## src/rtl/line_shift_out_if.sv

```systemverilog
// Stream-side bundle for line_shift_out: line capture request, word stream and status.
// The master side (client) drives load/line_packed/out_ready; the slave side (unloader) drives the rest.
interface line_shift_out_if #(
  parameter int LENGTH = 8,
  parameter int WIDTH  = 8,
  parameter int IDX_W  = (LENGTH > 1) ? $clog2(LENGTH) : 1
);
  logic                    load;
  logic [LENGTH*WIDTH-1:0] line_packed;
  logic                    busy;
  logic                    out_valid;
  logic                    out_ready;
  logic [WIDTH-1:0]        out_data;
  logic [IDX_W-1:0]        out_idx;
  logic                    done;

  modport master (
    output load, line_packed, out_ready,
    input  busy, out_valid, out_data, out_idx, done
  );

  modport slave (
    input  load, line_packed, out_ready,
    output busy, out_valid, out_data, out_idx, done
  );
endinterface

```

## src/rtl/line_shift_out.sv

```systemverilog
// Parallel-in, serial-out line unloader: captures a packed cache line, streams word LENGTH-1 down to 0.
// Optional LINE_SHIFT_OUT_SKIP_ERASED_EN drops all-ones (erased) words instead of presenting them.
module line_shift_out #(
  parameter int LENGTH = 8,
  parameter int WIDTH  = 8,
  parameter int IDX_W  = (LENGTH > 1) ? $clog2(LENGTH) : 1
) (
  input  logic            clk,
  input  logic            rst,
  line_shift_out_if.slave bus
);
  localparam int CNT_W = $clog2(LENGTH + 1);

  typedef enum logic {IDLE, SHIFT} state_t;

  state_t            state_reg, state_next;
  logic [WIDTH-1:0]  q_reg [LENGTH];
  logic [CNT_W-1:0]  count_reg, count_next;
  logic              done_reg, done_next;
  logic              accept, advance;
  logic              busy_c, valid_c;

`ifdef LINE_SHIFT_OUT_SKIP_ERASED_EN
  logic erased;
  assign erased = (q_reg[LENGTH-1] == {WIDTH{1'b1}});
`endif

  always_ff @(posedge clk) begin
    if (rst) begin
      state_reg <= IDLE;
      count_reg <= '0;
      done_reg  <= 1'b0;
    end else begin
      state_reg <= state_next;
      count_reg <= count_next;
      done_reg  <= done_next;
    end
  end

  always_comb begin
    state_next = state_reg;
    count_next = count_reg;
    done_next  = 1'b0;
    accept     = 1'b0;
    advance    = 1'b0;
    busy_c     = 1'b0;
    valid_c    = 1'b0;
    case (state_reg)
      IDLE: begin
        if (bus.load) begin
          accept     = 1'b1;
          count_next = CNT_W'(LENGTH);
          state_next = SHIFT;
        end
      end
      SHIFT: begin
        busy_c = 1'b1;
`ifdef LINE_SHIFT_OUT_SKIP_ERASED_EN
        // Erased words are never offered; they shift out on their own, one per cycle.
        valid_c = ~erased;
        advance = erased | bus.out_ready;
`else
        valid_c = 1'b1;
        advance = bus.out_ready;
`endif
        if (advance) begin
          count_next = count_reg - CNT_W'(1);
          if (count_reg == CNT_W'(1)) begin
            state_next = IDLE;
            done_next  = 1'b1;
          end
        end
      end
      default: state_next = IDLE;
    endcase
  end

  // Word registers: q[LENGTH-1] is the head; all-ones refills from the bottom.
  for (genvar gi = 0; gi < LENGTH; gi++) begin : g_word
    if (gi == 0) begin : g_bottom
      always_ff @(posedge clk) begin
        if (rst)
          q_reg[gi] <= {WIDTH{1'b1}};
        else if (accept)
          q_reg[gi] <= bus.line_packed[WIDTH*gi +: WIDTH];
        else if (advance)
          q_reg[gi] <= {WIDTH{1'b1}};
      end
    end else begin : g_upper
      always_ff @(posedge clk) begin
        if (rst)
          q_reg[gi] <= {WIDTH{1'b1}};
        else if (accept)
          q_reg[gi] <= bus.line_packed[WIDTH*gi +: WIDTH];
        else if (advance)
          q_reg[gi] <= q_reg[gi-1];
      end
    end
  end

  assign bus.busy      = busy_c;
  assign bus.out_valid = valid_c;
  assign bus.out_data  = q_reg[LENGTH-1];
  assign bus.out_idx   = (state_reg == SHIFT) ? IDX_W'(count_reg - CNT_W'(1)) : '0;
  assign bus.done      = done_reg;
endmodule

```

## src/flat_wrapper.sv

```systemverilog
// flat-port wrapper written by rule: the top's interface ports become plain ports
module line_shift_out_flat 
#(
  parameter int LENGTH = 8,
  parameter int WIDTH  = 8,
  parameter int IDX_W  = (LENGTH > 1) ? $clog2(LENGTH) : 1
)
  (clk, rst, bus_load, bus_line_packed, bus_out_ready, bus_busy, bus_out_valid, bus_out_data, bus_out_idx, bus_done);
  line_shift_out_if #(.LENGTH(LENGTH), .WIDTH(WIDTH), .IDX_W(IDX_W)) bus_i ();
  input  logic clk;
  input  logic rst;
  input wire logic [$bits(bus_i.load)-1:0] bus_load;
  input wire logic [$bits(bus_i.line_packed)-1:0] bus_line_packed;
  input wire logic [$bits(bus_i.out_ready)-1:0] bus_out_ready;
  output wire logic [$bits(bus_i.busy)-1:0] bus_busy;
  output wire logic [$bits(bus_i.out_valid)-1:0] bus_out_valid;
  output wire logic [$bits(bus_i.out_data)-1:0] bus_out_data;
  output wire logic [$bits(bus_i.out_idx)-1:0] bus_out_idx;
  output wire logic [$bits(bus_i.done)-1:0] bus_done;
  assign bus_i.load = bus_load;
  assign bus_i.line_packed = bus_line_packed;
  assign bus_i.out_ready = bus_out_ready;
  assign bus_busy = bus_i.busy;
  assign bus_out_valid = bus_i.out_valid;
  assign bus_out_data = bus_i.out_data;
  assign bus_out_idx = bus_i.out_idx;
  assign bus_done = bus_i.done;
  line_shift_out #(.LENGTH(LENGTH), .WIDTH(WIDTH), .IDX_W(IDX_W)) u_core (.clk(clk), .rst(rst), .bus(bus_i));
endmodule
```

## config.mk

```make
export PLATFORM = sky130hd
export DESIGN_NAME = line_shift_out_flat
export DESIGN_NICKNAME = d
export VERILOG_FILES = /design/src/rtl/line_shift_out_if.sv /design/src/rtl/line_shift_out.sv /design/src/flat_wrapper.sv
export SDC_FILE = /design/constraint.sdc
export NUM_CORES = 1
export LEC_CHECK = 0
export BUFFER_PORTS_ARGS = -buffer_cell sky130_fd_sc_hd__buf_2
export CAP_MARGIN = 5
export CELL_PAD_IN_SITES_DETAIL_PLACEMENT = 0
export CELL_PAD_IN_SITES_GLOBAL_PLACEMENT = 2
export CORE_ASPECT_RATIO = 0.6
export CORE_UTILIZATION = 35
export DETAILED_ROUTE_END_ITERATION = 10
export PLACE_DENSITY_LB_ADDON = 0.3
export SLEW_MARGIN = 20
export SYNTH_ARGS = -nofsm -noshare
export SYNTH_HDL_FRONTEND = slang
export SYNTH_SLANG_ARGS = --single-unit
```

## constraint.sdc

```tcl
create_clock -name clk -period 2 [get_ports clk]
set_input_delay 0.2 -clock clk [delete_from_list [all_inputs] [get_ports clk]]
set_output_delay 0.2 -clock clk [all_outputs]
set_load 0.1 [all_outputs]
```

==> results of run 1 <==
-- what timing repair did --
action / CTS / global route
setup endpoints to repair: 0 / 1
hold buffers: 0 / 0
resized for setup: 0 / 1
-- through the flow --
stage	instances	util [%]	cell area, um^2
2_1_floorplan	192	-	2990
3_3_place_gp	357	41.7	3370
3_5_place_dp	357	41.7	3370
4_1_cts	373	45.9	3710
5_1_grt	373	46.0	3710
6_report	373	46.0	3710
-- kinds of logic (layout without fill, tap and decap cells) --
family	count (synthesis)	after routing	share of synthesized area, %
AOI/OAI and AO/OA	61	61	17.5
xor gates and xnor gates	1	1	0.293
and+or+nand+nor	29	29	6.19
DFF	70	70	68.3
adders and majority gates	2	2	0.836
buffers and inverters	29	102	6.90
-- metal layers --
layer,wire length (um),share of wire [%],vias to the layer above
met5,0,0,-
met4,55,0.92,0
met3,414,6.9,7
met2,2530,42,60
met1,3010,50,875
li1,-,-,899
-- critical path, cell delays in order (launching register included) --
cell,delay (ps)
dfxtp_1,390
inv_1,100
ha_1,330
nor2b_1,110
buf_2,430
-- synth_stat cells --
| master | n | share of area [%] |
|---|---|---|
| or3_1 | 9 | 1.9 |
| o22ai_1 | 2 | 0.42 |
| nand2b_1 | 3 | 0.63 |
| and2_1 | 1 | 0.21 |
| or3_4 | 1 | 0.38 |
| dfxtp_1 | 6 | 4.0 |
| a311oi_1 | 1 | 0.29 |
| o2bb2ai_1 | 1 | 0.29 |
| nand2_1 | 1 | 0.13 |
| nor4_1 | 1 | 0.21 |
| a211oi_1 | 1 | 0.25 |
| xor2_1 | 1 | 0.29 |
| nor3b_1 | 1 | 0.25 |
| a21oi_1 | 1 | 0.17 |
| and2b_1 | 1 | 0.25 |
| ha_1 | 2 | 0.84 |
| nor2b_1 | 2 | 0.42 |
| clkbuf_1 | 1 | 0.13 |
| edfxtp_1 | 64 | 64 |
| buf_6 | 5 | 1.9 |
| o22a_1 | 55 | 16 |
| buf_2 | 6 | 1.0 |
| buf_4 | 14 | 3.5 |
| nor2_1 | 3 | 0.38 |
| nor4b_1 | 1 | 0.29 |
| nor3_1 | 1 | 0.17 |
| and2_4 | 1 | 0.29 |
| inv_1 | 3 | 0.38 |
| and3_1 | 2 | 0.42 |
| nand2b_2 | 1 | 0.29 |
-- cell type report --
| type | count | area [um^2] | area share [%] |
|---|---|---|---|
| multi-input combinational | 93 | 746 | 20.1 |
| tap | 108 | 135 | 3.64 |
| clock inverter | 7 | 113 | 3.04 |
| timing repair buffer | 83 | 435 | 11.7 |
| inverter | 3 | 11.3 | 0.304 |
| sequential | 70 | 2040 | 55.1 |
| clock buffer | 9 | 225 | 6.07 |
-- worst max-delay path by stage --
| stage | startpoint | end | slack, ps | depth (start not counted) |
|---|---|---|---|---|
| after floorplan | u_core.state_reg$_SDFF_PP0_ | u_core.q_reg[0][0]$_SDFFCE_PP1P_ | 100 | 3 |
| after global placement | u_core.state_reg$_SDFF_PP0_ | u_core.q_reg[1][11]$_DFFE_PP_ | 310 | 2 |
| after detailed placement | u_core.state_reg$_SDFF_PP0_ | u_core.q_reg[0][10]$_DFFE_PP_ | 290 | 2 |
| after CTS | u_core.count_reg[0]$_SDFFE_PP0P_ | bus_out_idx[2] | 60 | 5 |
| after global routing | u_core.count_reg[0]$_SDFFE_PP0P_ | bus_out_idx[1] | 30 | 4 |
| final | u_core.count_reg[0]$_SDFFE_PP0P_ | bus_out_idx[1] | 110 | 4 |
-- power by group --
part	internal [uW]	switching, uW
logic	124	253
registers	1680	23.4
clock network	1210	577
total	3010	854
==> metrics.yaml, run 1 <==
outcome: "finished, final reports clean"
drc: 0
final_hold_viol_count: 0
fmax_ghz: 0.530
initial_core_util_pct: 37.1
wl_per_cell_um: 16.1
holdPathStages: 2
syn_avg_cell_area_um2: 15.6
layout_commonest_cell: "buf_2"
die_h_um: 73.6
ant_nets: 0
largest_reg_flops: 64
synth_seq_cells: 70
path_clk_slew_ps: 50
setup_viol: 0
dieArea_um2: 8930
netlist_area_um2: 2990
grt_pass1_wl_um: 9230
r2r_start: "u_core.state_reg$_SDFF_PP0_"
area_growth_pct: 24.0
crit_required_ps: 1800
path_class: "flip-flop to primary output"
worstHoldStart: "bus_line_packed[5]"
min_period_over_period_pct: 94.3
cts_buffers: 9
post_cts_buffers: 0
min_to: "u_core.q_reg[0][5]$_SDFFCE_PP1P_"
grt_max_degree: 59
hpwl_um: 3870
vias_per_cell: 4.94
setup_ws_ps: 115
vias: 1841
finalPower_uw: 3860
rows: 25
r2r-end: "u_core.q_reg[1][7]$_DFFE_PP_"
diodes: 0
relSlewSlack_pct: 48.4
rsz0062_at_grt: "false"
yosysWarningCount: 0
hold_class: "primary input to flip-flop"
gp_congestion: 0.751
grt_pass1_vias: 1814
powerDensity_nw_per_um2: 1040
drt_wl_total_um: 6010
endpoint_kind: "primary output"
cp-start-kind: "flip-flop"
die_w_um: 121
core_area_um2: 8070
r2r_slack_ps: 270
skew_ps: 4.97
use_met2_pct: 20.3
hold-worst-slack_ps: 131
cp_max_fo: 4
r2r_cells: 2
synth_cells: 192
cts_buffer_depth: 2
nets: 330
grt_antenna_before_repair: 0
globalRouteOverflowTotal: 0
drv_slew: 0
cts_max_level: 3
drt_iter0_drc: 157
grtUsageTotal_pct: 14.2
tritoncts: "built"
final_cell_mix: "buf_2, edfxtp_1, o22a_1"
drive_gt1_share_pct: 38.9
drt-pass1-iter-count: 4
fillers: 742
synth.net_count: 262
pre_cts_slack_ps: 292
maxCapViolCount: 0
vdd_drop_max_mv: 0.423
ios: 82
synth_seq_area_share_pct: 68.3
clk_latency_ps: 330
grt_use_met1_pct: 19.8
leakagePower_uw: 0.00122
worst_pin_slew_ps: 774
cts_sinks: 70
setup_tns_ps: 0
grt_busiest_layer: "met2"
portBuffers: 81
yosysUniqueCellTypes: 30
gr-usage-met3_pct: 5.67
clockRootBuffer: "clkbuf_16"
period_needed_ps: 1890
cp.arrival_ps: 1690
Note: power is estimated with default switching activity, not from simulation.
==> run 2, diff against run 1 <==
- PLACE_DENSITY: default -> 0.75
- PLACE_DENSITY_LB_ADDON: 0.3 -> default
==> run 2 against run 1 <==
  * Clock skew fell by 0.67 ps
  * First-iteration DRC count down 7.0%
  * Clock power shrank 22%
  * Largest power group is now sequential cells
  * Highest routed layer is now met5
==> metrics.yaml, run 2 (synthesis results as in run 1) <==
seq_area_um2: 2040
largest_reg_flops: 64
swShare_pct: 24.3
path_clk_slew_ps: 50
wl_met2_um: 2380
vdd_drop_max_mv: 0.367
final_cell_mix: "buf_2, edfxtp_1, o22a_1"
fmax_ghz: 0.540
drt-met1-wl_um: 2890
hold-worst-slack_ps: 129
grt_pass1_vias: 1735
nets: 331
gp_congestion: 0.735
drt-pass1-iter-count: 4
rows: 25
drive_gt1_share_pct: 38.0
ios: 82
crit_start: "u_core.count_reg[0]$_SDFFE_PP0P_"
grtUsageTotal_pct: 14.5
post_cts_buffers: 0
p_switching_uw: 841
vias_per_cell: 4.90
drv_slew: 0
grt_pass1_wl_um: 9060
fillers: 751
cts_max_level: 3
die_h_um: 73.6
clockRootBuffer: "clkbuf_16"
path_buf_inv: 2
dieArea_um2: 8930
tritoncts: "built"
clockPowerShare_pct: 40.1
setup_viol: 0
die_w_um: 121
setup_ws_ps: 147
met3_length_um: 615
outcome: "finished, final reports clean"
cp_slowest_cell: "buf_2"
finalPower_uw: 3460
top_layer: "met5"
internal_power_uw: 2620
area_growth_pct: 21.2
min_period_over_period_pct: 92.6
rsz0062_at_grt: "false"
worst_pin_slew_ps: 763
cp_max_fo: 4
clk_latency_ps: 330
drt_iter0_drc: 146
portBuffers: 81
worstHoldStart: "bus_line_packed[6]"
endpoint_kind: "primary output"
cp.arrival_ps: 1650
leakagePower_uw: 0.00117
skew_ps: 4.30
hold_class: "primary input to flip-flop"
ant_nets: 0
globalRouteOverflowTotal: 0
initial_core_util_pct: 37.1
vias: 1837
grt_antenna_before_repair: 1
path_class: "flip-flop to primary output"
cts_sinks: 70
wl_per_cell_um: 15.9
path_delay_family: "buffers and inverters"
relSlewSlack_pct: 49.1
r2r_start: "u_core.state_reg$_SDFF_PP0_"
cp-start-kind: "flip-flop"
hpwl_um: 3780
grt_max_degree: 59
cts_buffers: 9
crit_required_ps: 1800
period_needed_ps: 1850
combPwrFrac_pct: 10.8
cts_buffer_depth: 2
drc: 0
setup_tns_ps: 0
pre_cts_slack_ps: 295
path_cells: "inv_1 -> ha_1 -> nor2b_1 -> buf_2"
crit_path_max_incr_delay_ps: 430
drt_wl_total_um: 5970
p_seq_share_pct: 49.1
final_hold_viol_count: 0
maxCapViolCount: 0
powerDensity_nw_per_um2: 955
core_area_um2: 8070
multiInputGateArea_um2: 746
layout_commonest_cell: "buf_2"
## run 2: stage by stage
stage	utilization, %	area, um^2	instances
after floorplan	-	2990	192
final	44.9	3630	375
after detailed placement	41.7	3360	358
after global routing	44.9	3620	374
after CTS	44.9	3620	374
after global placement	41.7	3360	358
## run 2: layer usage
| metal | track usage [%] | up-vias |
|---|---|---|
| met5 | 0 | - |
| met3 | 7.92 | 7 |
| li1 | - | 907 |
| met1 | 19.8 | 845 |
| met2 | 18.3 | 76 |
| met4 | 6.58 | 2 |
## run 2: layout make-up
cell class,count,area share [%]
antenna,1,0.0690
clock buffer,10,6.31
tap,108,3.73
multi-input combinational,93,20.6
clock inverter,6,0.794
inverter,3,0.311
sequential,70,56.3
timing repair buffer,84,11.9
## run 2: path summary, 6_finish.rpt
| path | endpoint | slack, ps | cells after the start |
|---|---|---|---|
| setup reg to reg | u_core.q_reg[0][14]$_DFFE_PP_ | 280 | 2 |
| hold / removal | u_core.q_reg[0][6]$_SDFFCE_PP1P_ | 130 | 2 |
| hold reg to reg | u_core.count_reg[2]$_SDFFE_PP0P_ | 490 | 2 |
| setup / recovery | bus_out_idx[1] | 150 | 4 |
## run 2: repair_timing
item | CTS | global route
hold buffers | 0 | 0
endpoints found under the setup margin | 0 | 1
gates resized for setup | 0 | 1
## run 2: worst reg2reg max path, stage by stage (launching register included)
cell	delay, ps
dfxtp_2	430
and2b_1	240
or3_4	660
## run 2: power by group through the flow
stage               clock (uW)  sequential (uW)  combinational [uW]
floorplan                    0             1730                 274
global placement             0             1730                 374
detailed placement           0             1730                 375
CTS                       1420             1700                 376
global route              1480             1710                 402
finish                    1390             1700                 372
==> run 3, diff against run 2 <==
- GPL_TIMING_DRIVEN: default -> 0
==> run 3 against run 2 <==
  * Via count up 4.0%
  * Final area up 6.0%
  * Cell count up 5.9%
  * Hold slack worse by 7.7 ps
  * Maximum frequency down 1.2%
  * Setup slack worse by 23 ps
  * Combinational power up 10%
  * Total power up 8.4%
  * Sequential cell count unchanged
  * Critical endpoint is now bus_out_idx[2]
  * Largest cell class unchanged
  * Largest power group unchanged
==> metrics.yaml, run 3 (synthesis results as in run 1) <==
wl_met2_um: 2550
place_area_um2: 3530
final_hold_viol_count: 0
globalRouteOverflowTotal: 0
initial_core_util_pct: 37.1
wl_per_cell_um: 15.8
die_h_um: 73.6
core_area_um2: 8070
grt_pass1_vias: 1832
portBuffers: 81
path_clk_slew_ps: 50
drt-pass1-iter-count: 4
min_period_over_period_pct: 93.8
r2r_start: "u_core.state_reg$_SDFF_PP0_"
path_delay_family: "buffers and inverters"
period_needed_ps: 1880
drive_gt1_share_pct: 42.6
cts_buffers: 9
finalPower_uw: 3750
ios: 82
crit_start: "u_core.count_reg[0]$_SDFFE_PP0P_"
vias: 1910
leakagePower_uw: 0.00130
pre_cts_slack_ps: 287
rows: 25
drt_wl_total_um: 6260
cp-start-kind: "flip-flop"
setup_viol: 0
r2r_cells: 3
p_seq_share_pct: 45.2
hpwl_um: 4380
drv_slew: 0
path_buf_inv: 3
nets: 354
cts_sinks: 70
place_inst: 381
setup_ws_ps: 125
vias_per_cell: 4.81
die_w_um: 121
final_cell_mix: "buf_2, edfxtp_1, o22a_1"
clockRootBuffer: "clkbuf_16"
powerDensity_nw_per_um2: 976
drt-met1-wl_um: 3010
top_layer: "met5"
rsz0062_at_grt: "false"
hold_class: "primary input to flip-flop"
r2r-end: "u_core.q_reg[3][5]$_DFFE_PP_"
grt_max_degree: 59
clk_latency_ps: 330
grt_antenna_before_repair: 1
area_growth_pct: 28.5
finalNonFillerCells: 397
cp.arrival_ps: 1680
layout_commonest_cell: "buf_2"
path_depth: 6
dieArea_um2: 8930
cp_max_fo: 4
grt_pass1_wl_um: 9360
swShare_pct: 22.5
endpoint_kind: "primary output"
fmax_ghz: 0.533
maxCapViolCount: 0
internal_power_uw: 2910
cp_slowest_cell: "dfxtp_1"
outcome: "finished, final reports clean"
p_switching_uw: 842
crit_required_ps: 1800
drc: 0
cts_max_level: 3
combPwrFrac_pct: 10.9
gp_congestion: 0.700
finalInstanceArea_um2: 3840
diodes: 0
drt_iter0_drc: 78
cts_buffer_depth: 2
skew_ps: 4.73
met3_length_um: 666
grtUsageTotal_pct: 14.8
path_cells: "inv_1 -> ha_1 -> xor2_1 -> and2_1 -> buf_4 -> clkbuf_4"
crit_path_max_incr_delay_ps: 360
path_class: "flip-flop to primary output"
clockPowerShare_pct: 43.8
worst_pin_slew_ps: 793
relSlewSlack_pct: 47.2
setup_tns_ps: 0
holdBufCountCts: 0
vdd_drop_max_mv: 0.451
largest_reg_flops: 64
tritoncts: "built"
ant_nets: 0
r2r_slack_ps: 280
cp-endpoint: "bus_out_idx[2]"
## run 3: repair_timing
| action | in CTS | in global routing |
|---|---|---|
| setup endpoints to repair | 0 | 2 |
| hold endpoints to repair | 0 | 0 |
| resized for setup | 0 | 2 |
| setup buffers | 0 | 0 |
## run 3: per-layer routing
metal	global-route usage (%)	up-vias
li1	-	948
met1	19.5	881
met2	20.6	74
met3	8.77	5
met4	3.70	2
met5	0	-
## run 3: power by group through the flow
| stage | clock (uW) | sequential (uW) | combinational, uW |
|---|---|---|---|
| after CTS | 1680 | 1700 | 414 |
| after floorplan | 0 | 1730 | 274 |
| final | 1640 | 1700 | 410 |
| after detailed placement | 0 | 1730 | 413 |
| after global placement | 0 | 1730 | 411 |
| after global routing | 1740 | 1700 | 442 |
## run 3: final cells by class
class / count / area (um^2)
Tap cell: 108 / 135
Clock buffer: 11 / 233
Sequential cell: 70 / 2040
Multi-Input combinational cell: 93 / 743
Inverter: 3 / 11.3
Buffer: 26 / 195
Fill cell: 765 / 4230
Timing Repair Buffer: 81 / 410
Clock inverter: 5 / 73.8
## run 3: worst min-delay path by stage
stage / cells after the start / from / to
floorplan: 2 / bus_load / u_core.state_reg$_SDFF_PP0_
global placement: 2 / bus_line_packed[4] / u_core.q_reg[0][4]$_SDFFCE_PP1P_
detailed placement: 2 / bus_line_packed[6] / u_core.q_reg[0][6]$_SDFFCE_PP1P_
CTS: 2 / bus_line_packed[6] / u_core.q_reg[0][6]$_SDFFCE_PP1P_
global route: 2 / bus_line_packed[4] / u_core.q_reg[0][4]$_SDFFCE_PP1P_
finish: 2 / bus_line_packed[6] / u_core.q_reg[0][6]$_SDFFCE_PP1P_
## run 3: stage by stage
step / hold slack [ps] / utilization (%)
floorplan: 363 / -
global placement: 459 / 43.8
detailed placement: 462 / 43.8
CTS: 111 / 47.6
global route: 122 / 47.6
finish: 121 / 47.6
